==> src/rtl/out_fm_store_tile_sched.sv <==
// ---------------------------------------------------------------------------
// out_fm_store_tile_sched
//
// Schedules the store of every output feature-map tile of one layer. The
// compute side announces each finished tile with a tile_ready pulse, which is
// banked as a pending credit. Each credit lets the scheduler issue one
// store_start to the store datapath with the tile's base coordinates. It then
// waits for store_done and moves on to the next tile. Tile order is channel
// fastest, then column, then row.
//
// Ports
//   clk            clock, all logic on the rising edge
//   rst            synchronous active-high reset
//   sched_start    pulse: begin a full-layer store sequence (only seen in IDLE)
//   tile_ready     pulse: one more output tile is queued for storing
//   store_start    pulse: start storing the tile at tile_base_*
//   store_done     current tile store finished (first cycle seen in WAIT_DONE)
//   tile_base_n    channel base of the current tile
//   tile_base_row  row base of the current tile
//   tile_base_col  column base of the current tile
//   sched_busy     high while a sequence is in progress
//   sched_done     pulse after the last tile has stored
//   tile_cnt       tiles stored in the current or most recent sequence
//   sched_err      sticky: a tile_ready arrived with the credit counter full
// ---------------------------------------------------------------------------
module out_fm_store_tile_sched #(
    parameter int CW       = 16,
    parameter int M        = 32,
    parameter int R        = 64,
    parameter int C        = 32,
    parameter int Tm       = 16,
    parameter int Tr       = 64,
    parameter int Tc       = 16,
    parameter int PEND_MAX = 8
) (
    input  logic          clk,
    input  logic          rst,
    input  logic          sched_start,
    input  logic          tile_ready,
    output logic          store_start,
    input  logic          store_done,
    output logic [CW-1:0] tile_base_n,
    output logic [CW-1:0] tile_base_row,
    output logic [CW-1:0] tile_base_col,
    output logic          sched_busy,
    output logic          sched_done,
    output logic [CW-1:0] tile_cnt,
    output logic          sched_err
);

    localparam int PW = $clog2(PEND_MAX + 1);

    typedef enum logic [2:0] {
        IDLE,
        WAIT_RDY,
        ISSUE,
        WAIT_DONE,
        FINISH
    } state_t;

    state_t          state_reg;
    logic [PW-1:0]   pend_reg;
    logic            store_start_reg;
    logic            sched_busy_reg;
    logic            sched_done_reg;
    logic            sched_err_reg;
    logic [CW-1:0]   tile_cnt_reg;

    // Tile base registers, index 0 = channel, 1 = column, 2 = row. The index
    // order is also the stepping order: channel steps fastest.
    logic [CW-1:0]   base_reg  [3];
    logic [CW-1:0]   base_next [3];
    logic [CW:0]     base_sum  [3];
    logic [2:0]      wrap;
    logic [3:0]      carry;
    logic            last_tile;

    logic            credit_inc;
    logic            credit_dec;

    // Ripple-carry tile walker: a dimension advances only when every faster
    // dimension wraps. The sum is one bit wider so base+step never overflows
    // before being compared with the dimension.
    assign carry[0] = 1'b1;

    genvar gi;
    generate
        for (gi = 0; gi < 3; gi++) begin : g_dim
            localparam int STEP = (gi == 0) ? Tm : ((gi == 1) ? Tc : Tr);
            localparam int DIM  = (gi == 0) ? M  : ((gi == 1) ? C  : R);

            assign base_sum[gi]  = {1'b0, base_reg[gi]} + (CW+1)'(STEP);
            assign wrap[gi]      = (base_sum[gi] >= (CW+1)'(DIM));
            assign carry[gi+1]   = carry[gi] & wrap[gi];
            assign base_next[gi] = !carry[gi] ? base_reg[gi]
                                 : (wrap[gi] ? '0 : base_sum[gi][CW-1:0]);
        end
    endgenerate

    // Every dimension wrapping at once means this is the final tile.
    assign last_tile = carry[3];

    // Credits arrive any time a sequence is live and are consumed on the
    // WAIT_RDY -> ISSUE transition.
    assign credit_inc = tile_ready && (state_reg != IDLE);
    assign credit_dec = (state_reg == WAIT_RDY) && (pend_reg != '0);

    always_ff @(posedge clk) begin
        if (rst) begin
            state_reg       <= IDLE;
            pend_reg        <= '0;
            store_start_reg <= 1'b0;
            sched_busy_reg  <= 1'b0;
            sched_done_reg  <= 1'b0;
            sched_err_reg   <= 1'b0;
            tile_cnt_reg    <= '0;
            for (int i = 0; i < 3; i++) begin
                base_reg[i] <= '0;
            end
        end else begin
            store_start_reg <= 1'b0;
            sched_done_reg  <= 1'b0;

            // Credit bookkeeping. A simultaneous arrival and consume cancel.
            if (state_reg == IDLE) begin
                if (sched_start) begin
                    pend_reg      <= '0;
                    sched_err_reg <= 1'b0;
                end
            end else if (credit_inc && !credit_dec) begin
                if (pend_reg == PW'(PEND_MAX)) begin
                    sched_err_reg <= 1'b1;
                end else begin
                    pend_reg <= pend_reg + PW'(1);
                end
            end else if (credit_dec && !credit_inc) begin
                pend_reg <= pend_reg - PW'(1);
            end

            case (state_reg)
                IDLE: begin
                    if (sched_start) begin
                        state_reg      <= WAIT_RDY;
                        sched_busy_reg <= 1'b1;
                        tile_cnt_reg   <= '0;
                        for (int i = 0; i < 3; i++) begin
                            base_reg[i] <= '0;
                        end
                    end
                end
                WAIT_RDY: begin
                    if (pend_reg != '0) begin
                        state_reg       <= ISSUE;
                        store_start_reg <= 1'b1;
                    end
                end
                ISSUE: begin
                    state_reg <= WAIT_DONE;
                end
                WAIT_DONE: begin
                    // Bases only move after store_done, so they stay stable
                    // for the whole store of the current tile.
                    if (store_done) begin
                        tile_cnt_reg <= tile_cnt_reg + CW'(1);
                        if (last_tile) begin
                            state_reg      <= FINISH;
                            sched_done_reg <= 1'b1;
                            sched_busy_reg <= 1'b0;
                            for (int i = 0; i < 3; i++) begin
                                base_reg[i] <= '0;
                            end
                        end else begin
                            state_reg <= WAIT_RDY;
                            for (int i = 0; i < 3; i++) begin
                                base_reg[i] <= base_next[i];
                            end
                        end
                    end
                end
                FINISH: begin
                    state_reg <= IDLE;
                end
                default: begin
                    state_reg <= IDLE;
                end
            endcase
        end
    end

    assign store_start   = store_start_reg;
    assign sched_busy    = sched_busy_reg;
    assign sched_done    = sched_done_reg;
    assign sched_err     = sched_err_reg;
    assign tile_cnt      = tile_cnt_reg;
    assign tile_base_n   = base_reg[0];
    assign tile_base_col = base_reg[1];
    assign tile_base_row = base_reg[2];

endmodule

==> config.mk <==
export PLATFORM = sky130hd
export DESIGN_NAME = out_fm_store_tile_sched
export DESIGN_NICKNAME = d
export VERILOG_FILES = /design/src/rtl/out_fm_store_tile_sched.sv
export SDC_FILE = /design/constraint.sdc
export NUM_CORES = 1
export LEC_CHECK = 0
export ABC_AREA = 1
export CAP_MARGIN = 10
export CORE_ASPECT_RATIO = 1.5
export CORE_MARGIN = 1
export CORE_UTILIZATION = 53
export CTS_CLUSTER_DIAMETER = 120
export DETAILED_ROUTE_END_ITERATION = 6
export HOLD_SLACK_MARGIN = 0.05
export PLACE_DENSITY = 0.82
export SYNTH_ARGS = -nofsm -noshare
export SYNTH_HDL_FRONTEND = slang
export SYNTH_SLANG_ARGS = --single-unit
==> constraint.sdc <==
create_clock -name clk -period 4.53 [get_ports clk]
set_input_delay 1.359 -clock clk [delete_from_list [all_inputs] [get_ports clk]]
set_output_delay 1.359 -clock clk [all_outputs]
set_load 0.02 [all_outputs]
==> qor.yml, run 1 <==
outcome:
  outcome: "completed"
floorplanning:
  ios: 73
  coreArea_um2: 6530
  placementRows: 36
  die_w_um: 69.2
  die_area_um2: 7110
  die_y_um: 103
  start_util_pct: 54.9
setup_path:
  start_kind: "input pin"
  end_kind: "flop"
  crit_arrival_ns: 2.98
  required_ns: 4.52
  path_max_fanout: 13
  worstSetupPathType: "in2reg"
pwr:
  seq_power_share_pct: 40.5
  p_int_uw: 1240
  p_sw_share_pct: 35.7
  combPwrFrac_pct: 32.9
  power.share.clock_pct: 26.5
  p_sw_uw: 689
  peakVddDrop_mv: 0.271
  p_leak_uw: 0.00200
  pwr_density_cell_nw_per_um2: 426
sta:
  finClkSkew_ns: 0.00540
  post-route-period-util_pct: 65.9
  fin_setup_tns_ns: 0
  setup_viol: 0
  rsz0062_at_grt: "false"
  relSlewSlack_pct: 42.4
  slew_violations: 0
  max_freq_mhz: 335
  fin_crit_ns: 2.99
  worst_slew_pin_slew_ns: 0.864
  hold_viol_final: 0
route:
  wl_per_cell_um: 10.9
  drc_errors: 0
  ant_nets: 0
  first_iter_violations: 100
  vias_per_cell: 4.98
  detailroute.via_count: 3175
  routed_wl_um: 6960
  detail_route.first_pass.iterations: 4
synthesis:
  yosysMostFrequentCell: "nand2_1"
  synth_area_um2: 3590
  yosys.area.top_type: "edfxtp_1"
  synth_common_cells: "nand2_1, inv_1, nor2_1, edfxtp_1, nand3_1"
  synth_top_area_share_pct: 28.5
  synthFlopType: "edfxtp_1"
  ys_async_sr_fraction_pct: 0
  synth_seq_cells: 61
  synth_area_leaders: "edfxtp_1, dfxtp_1, nand2_1"
  synth_warnings: 0
  avgSynthCellArea_um2: 7.82
  syn-instance-count: 459
  synthDistinctLibCells: 35
  synth_seq_area_share_pct: 43.5
  synth_edf_count: 34
finish:
  final_nets: 572
  syn2layout_area_growth_pct: 26.3
  drive_gt1_share_pct: 7.65
  largest_reg_flops: 34
  final_area_um2: 4530
  antenna_cells: 0
cts:
  clkLatencyLatePin_ns: 0.34
  numCtsBuffers: 9
  path_clk_slew_ns: 0.07
  htree_num_levels: 3
  post_cts.repair.setup_buffers: 0
  cts_tree: "yes"
  ctsRootBufferMaster: "clkbuf_8"
  ctsResizeCount: 0
  hold_buffers: 0
  cts_buffer_depth: 2
  numClockSinks: 61
flow_run:
  maxCapViolCount: 0
placement:
  placed_cell_area_um2: 4320
  io_buffers: 58
  place_hpwl_um: 5340
  place_congestion: 0.918
global_route:
  grt_pass1_vias: 2900
  overflow: 0
  grt_pass1_wl_um: 11800
  grtUsageTotal_pct: 20.6
  grt_max_degree: 14
  antenna_found_initial: 0
hold_path:
  min_path_type: "reg2reg"
[worst max-delay path, cell delays in order]
cell,delay [ns]
clkdlybuf4s50_1,0.51
nand2_2,0.12
nand2_8,0.11
nor2_1,0.07
inv_1,0.38
nand2_1,0.10
inv_1,0.33
[per-layer routing]
| layer | vias to the layer above | share of wire (%) | global-route usage, % |
|---|---|---|---|
| met4 | 0 | 2.3 | 11.6 |
| met3 | 17 | 4.7 | 4.69 |
| met5 | - | 0 | 0 |
| met2 | 100 | 51 | 37.3 |
| met1 | 1421 | 42 | 22.2 |
| li1 | 1637 | - | - |
[placed cells by master (no fill, tap or decap), types with 3 or more instances in the layout]
master	Yosys	layout
nand2_1	113	113
inv_1	61	61
clkdlybuf4s50_1	0	58
nor2_1	51	51
conb_1	1	46
nand3_1	34	34
edfxtp_1	34	34
dfxtp_1	27	27
a21oi_1	21	21
nand4_1	18	18
o21ai_0	13	13
nor3_1	10	10
ha_1	9	9
clkbuf_8	0	9
xnor2_1	6	6
nand2_2	5	5
nor2_4	5	5
nand3b_1	5	5
xor2_1	5	5
inv_2	3	3
nor2_2	3	3
nand3_2	3	3
nor3_2	3	3
clkinv_2	0	3
[power by group through the flow]
| stage | logic [µW] | clock network, µW | registers (µW) |
|---|---|---|---|
| final | 636 | 513 | 782 |
| after global placement | 616 | 0 | 789 |
| after global routing | 713 | 546 | 799 |
| after detailed placement | 635 | 0 | 793 |
| after floorplan | 389 | 0 | 843 |
| after CTS | 639 | 522 | 781 |
[layout make-up]
class                   instances  area, µm²
clock buffers                   9        124
clock inverters                 7       90.1
fillers                       521       2000
inverters                      64        240
multi-input cells             363       1840
flip-flops and latches         61       1560
well taps                      76       95.1
repair buffers                 58        581
[stage by stage]
step / setup WS (ns) / util, % / total power, µW / std cells / hold WS [ns]
2_1_floorplan: 1.84 / - / 1230 / 504 / 0.462
3_3_place_gp: 1.20 / 66.1 / 1400 / 622 / 0.445
3_5_place_dp: 1.14 / 66.1 / 1430 / 622 / 0.455
4_1_cts: 1.51 / 69.4 / 1940 / 638 / 0.465
5_1_grt: 1.39 / 69.4 / 2060 / 638 / 0.499
6_report: 1.54 / 69.4 / 1930 / 638 / 0.455
[cell families after synthesis]
logic type / count (synthesis) / share of synthesized area (%)
simple gates: 255 / 34.0
compound gates: 41 / 6.14
buf+inv: 80 / 9.87
flops: 61 / 43.5
fa+ha+maj: 10 / 3.70
other cells: 1 / 0.105
xor+xnor: 11 / 2.68
[path summary, 6_finish.rpt]
path | startpoint | to | slack, ns | cells after the start
max | sched_start | base_reg[0][28] | 1.54 | 7
min | sched_err | sched_err | 0.45 | 2
max reg2reg | base_reg[0][20] | base_reg[0][41] | 1.72 | 9
min reg2reg | sched_err | sched_err | 0.45 | 2
Note: power is estimated with default switching activity, not from simulation.
==> run 2, diff against run 1 <==
- CORE_UTILIZATION: 53 -> 52
- PLACE_DENSITY: 0.82 -> 0.81
- clock period: 4.53 -> 2.9 ns (I/O delays scaled with it)
==> run 2 against run 1 <==
Net effect: global-route usage rose by 0.77 points; setup slack got worse by 1.2 ns; die area rose by 1.9%; sequential share of layout area fell by 0.34 points; power rose by 58%; non-clock buffer count rose by 7.
==> qor.yml, run 2 (synthesis gave the netlist of run 1 again) <==
floorplanning:
  ios: 73  # unchanged
  placementRows: 36  # unchanged
  start_util_pct: 54.6  # -0.38 points
  die_w_um: 69.8  # +0.93%
  die_y_um: 104  # +0.94%
  die_area_um2: 7240  # +1.9%
  coreArea_um2: 6580  # +0.69%
setup_path:
  start_kind: "flop"
  end_kind: "flop"
  cp_slowest_cell: "a21oi_1"
  required_ns: 2.86  # -1.66 ns
  slowest_delay_ns: 0.67  # +0.16 ns
  path_max_fanout: 10  # -3
  crit_chain: "ha_1, nand2_1, nor2_2, nand4_1, o21ai_0, nor3_1, nand4_1, nand2_1, a21oi_1"
  worstSetupPathType: "reg2reg"
  crit_arrival_ns: 2.55  # -0.43 ns
cts:
  ctsResizeCount: 0  # unchanged
  htree_num_levels: 3  # unchanged
  hold_buffers: 0  # unchanged
  path_clk_slew_ns: 0.06  # about the same
  clkLatencyLatePin_ns: 0.33  # about the same
  numClockSinks: 61  # unchanged
  post_cts.repair.setup_buffers: 0  # unchanged
  numCtsBuffers: 9  # unchanged
  cts_buffer_depth: 2  # unchanged
  cts_tree: "yes"
  ctsRootBufferMaster: "clkbuf_8"
pwr:
  pwr_density_cell_nw_per_um2: 665  # +56%
  peakVddDrop_mv: 0.517  # +91%
  p_leak_uw: 0.00204  # +1.8%
placement:
  place_congestion: 0.915  # -0.26%
  pre_cts_slack_ns: 0.131  # -1.01 ns
  io_buffers: 58  # unchanged
  place_hpwl_um: 5760  # +8.0%
route:
  vias_per_cell: 5.04  # +1.3%
  drc_errors: 0  # unchanged
  first_iter_violations: 97  # -3.0%
  routed_wl_um: 7400  # +6.2%
  detailroute.via_count: 3252  # +2.4%
  wl_per_cell_um: 11.5  # +5.1%
  ant_nets: 0  # unchanged
  detail_route.first_pass.iterations: 4  # unchanged
finish:
  final_cell_mix: "nand2_1, inv_1, clkdlybuf4s50_1"
  final_nets: 579  # +1.2%
  syn2layout_area_growth_pct: 27.6
  final_common_cell: "nand2_1"
  largest_reg_flops: 34  # unchanged
  drive_gt1_share_pct: 8.44  # +0.78 points
  antenna_cells: 0  # unchanged
sta:
  worst_slew_pin_slew_ns: 0.845  # -0.0190 ns
  hold_ws_ns: 0.457  # +0.00211 ns
  rsz0062_at_grt: "false"
  setup_viol: 0  # unchanged
  fin_crit_ns: 2.59
  finClkSkew_ns: 0.00327  # -0.00214 ns
  relSlewSlack_pct: 43.7  # +1.3 points
  post-route-period-util_pct: 89.5
  slew_violations: 0  # unchanged
  hold_viol_final: 0  # unchanged
  fin_setup_tns_ns: 0  # unchanged
  max_freq_mhz: 385
  setup_ws_ns: 0.306  # -1.24 ns
hold_path:
  min_path_type: "reg2reg"
outcome:
  outcome: "completed"
global_route:
  grt_max_degree: 13  # -1
  grt_pass1_wl_um: 12600  # +6.3%
  grt_pass1_vias: 3094  # +6.7%
  antenna_found_initial: 0  # unchanged
  grtUsageTotal_pct: 21.4  # +0.77 points
  overflow: 0  # unchanged
flow_run:
  maxCapViolCount: 0  # unchanged
run 2: per-stage QoR:
step	area, µm²	utilization (%)	cells	total power (µW)
after CTS	4580	69.6	645	3060
final	4580	69.6	645	3040
after global placement	4370	66.5	629	2230
after global routing	4580	69.6	645	3240
after floorplan	3760	-	504	1920
after detailed placement	4370	66.5	629	2270
run 2: layout make-up:
cell class	instances	area, µm²
well taps	76	95.1
inverters	64	240
flip-flops and latches	61	1560
fillers	553	2000
clock buffers	11	131
repair buffers	65	633
clock inverters	5	75.1
multi-input cells	363	1840
run 2: critical path, delay by kind of cell, from the launching register on:
kind | cells | cell delay [ns]
adders and majority gates | 1 | 0.20
and+or+nand+nor | 6 | 0.76
AOI/OAI and AO/OA | 2 | 0.85
DFF | 1 | 0.41
run 2: where the power goes:
group,internal (µW),switching (µW)
combinational,413,636
sequential,1070,151
clock,479,297
total,1960,1080
run 2: path summary, 6_finish.rpt:
path | startpoint | end | slack [ns] | cells after the start
worst max-delay path | base_reg[0][21] | base_reg[0][39] | 0.31 | 9
worst min-delay path | sched_err | sched_err | 0.46 | 2
worst max register to register | base_reg[0][21] | base_reg[0][39] | 0.31 | 9
worst min register to register | sched_err | sched_err | 0.46 | 2
run 2: per-layer routing:
layer  global-route usage [%]  vias to the layer above  wire length (µm)
li1                         -                     1650                 -
met1                     21.4                     1485              2840
met2                     40.4                       98              4050
met3                     5.16                       19               309
met4                     9.71                        0               193
met5                        0                        -                 0
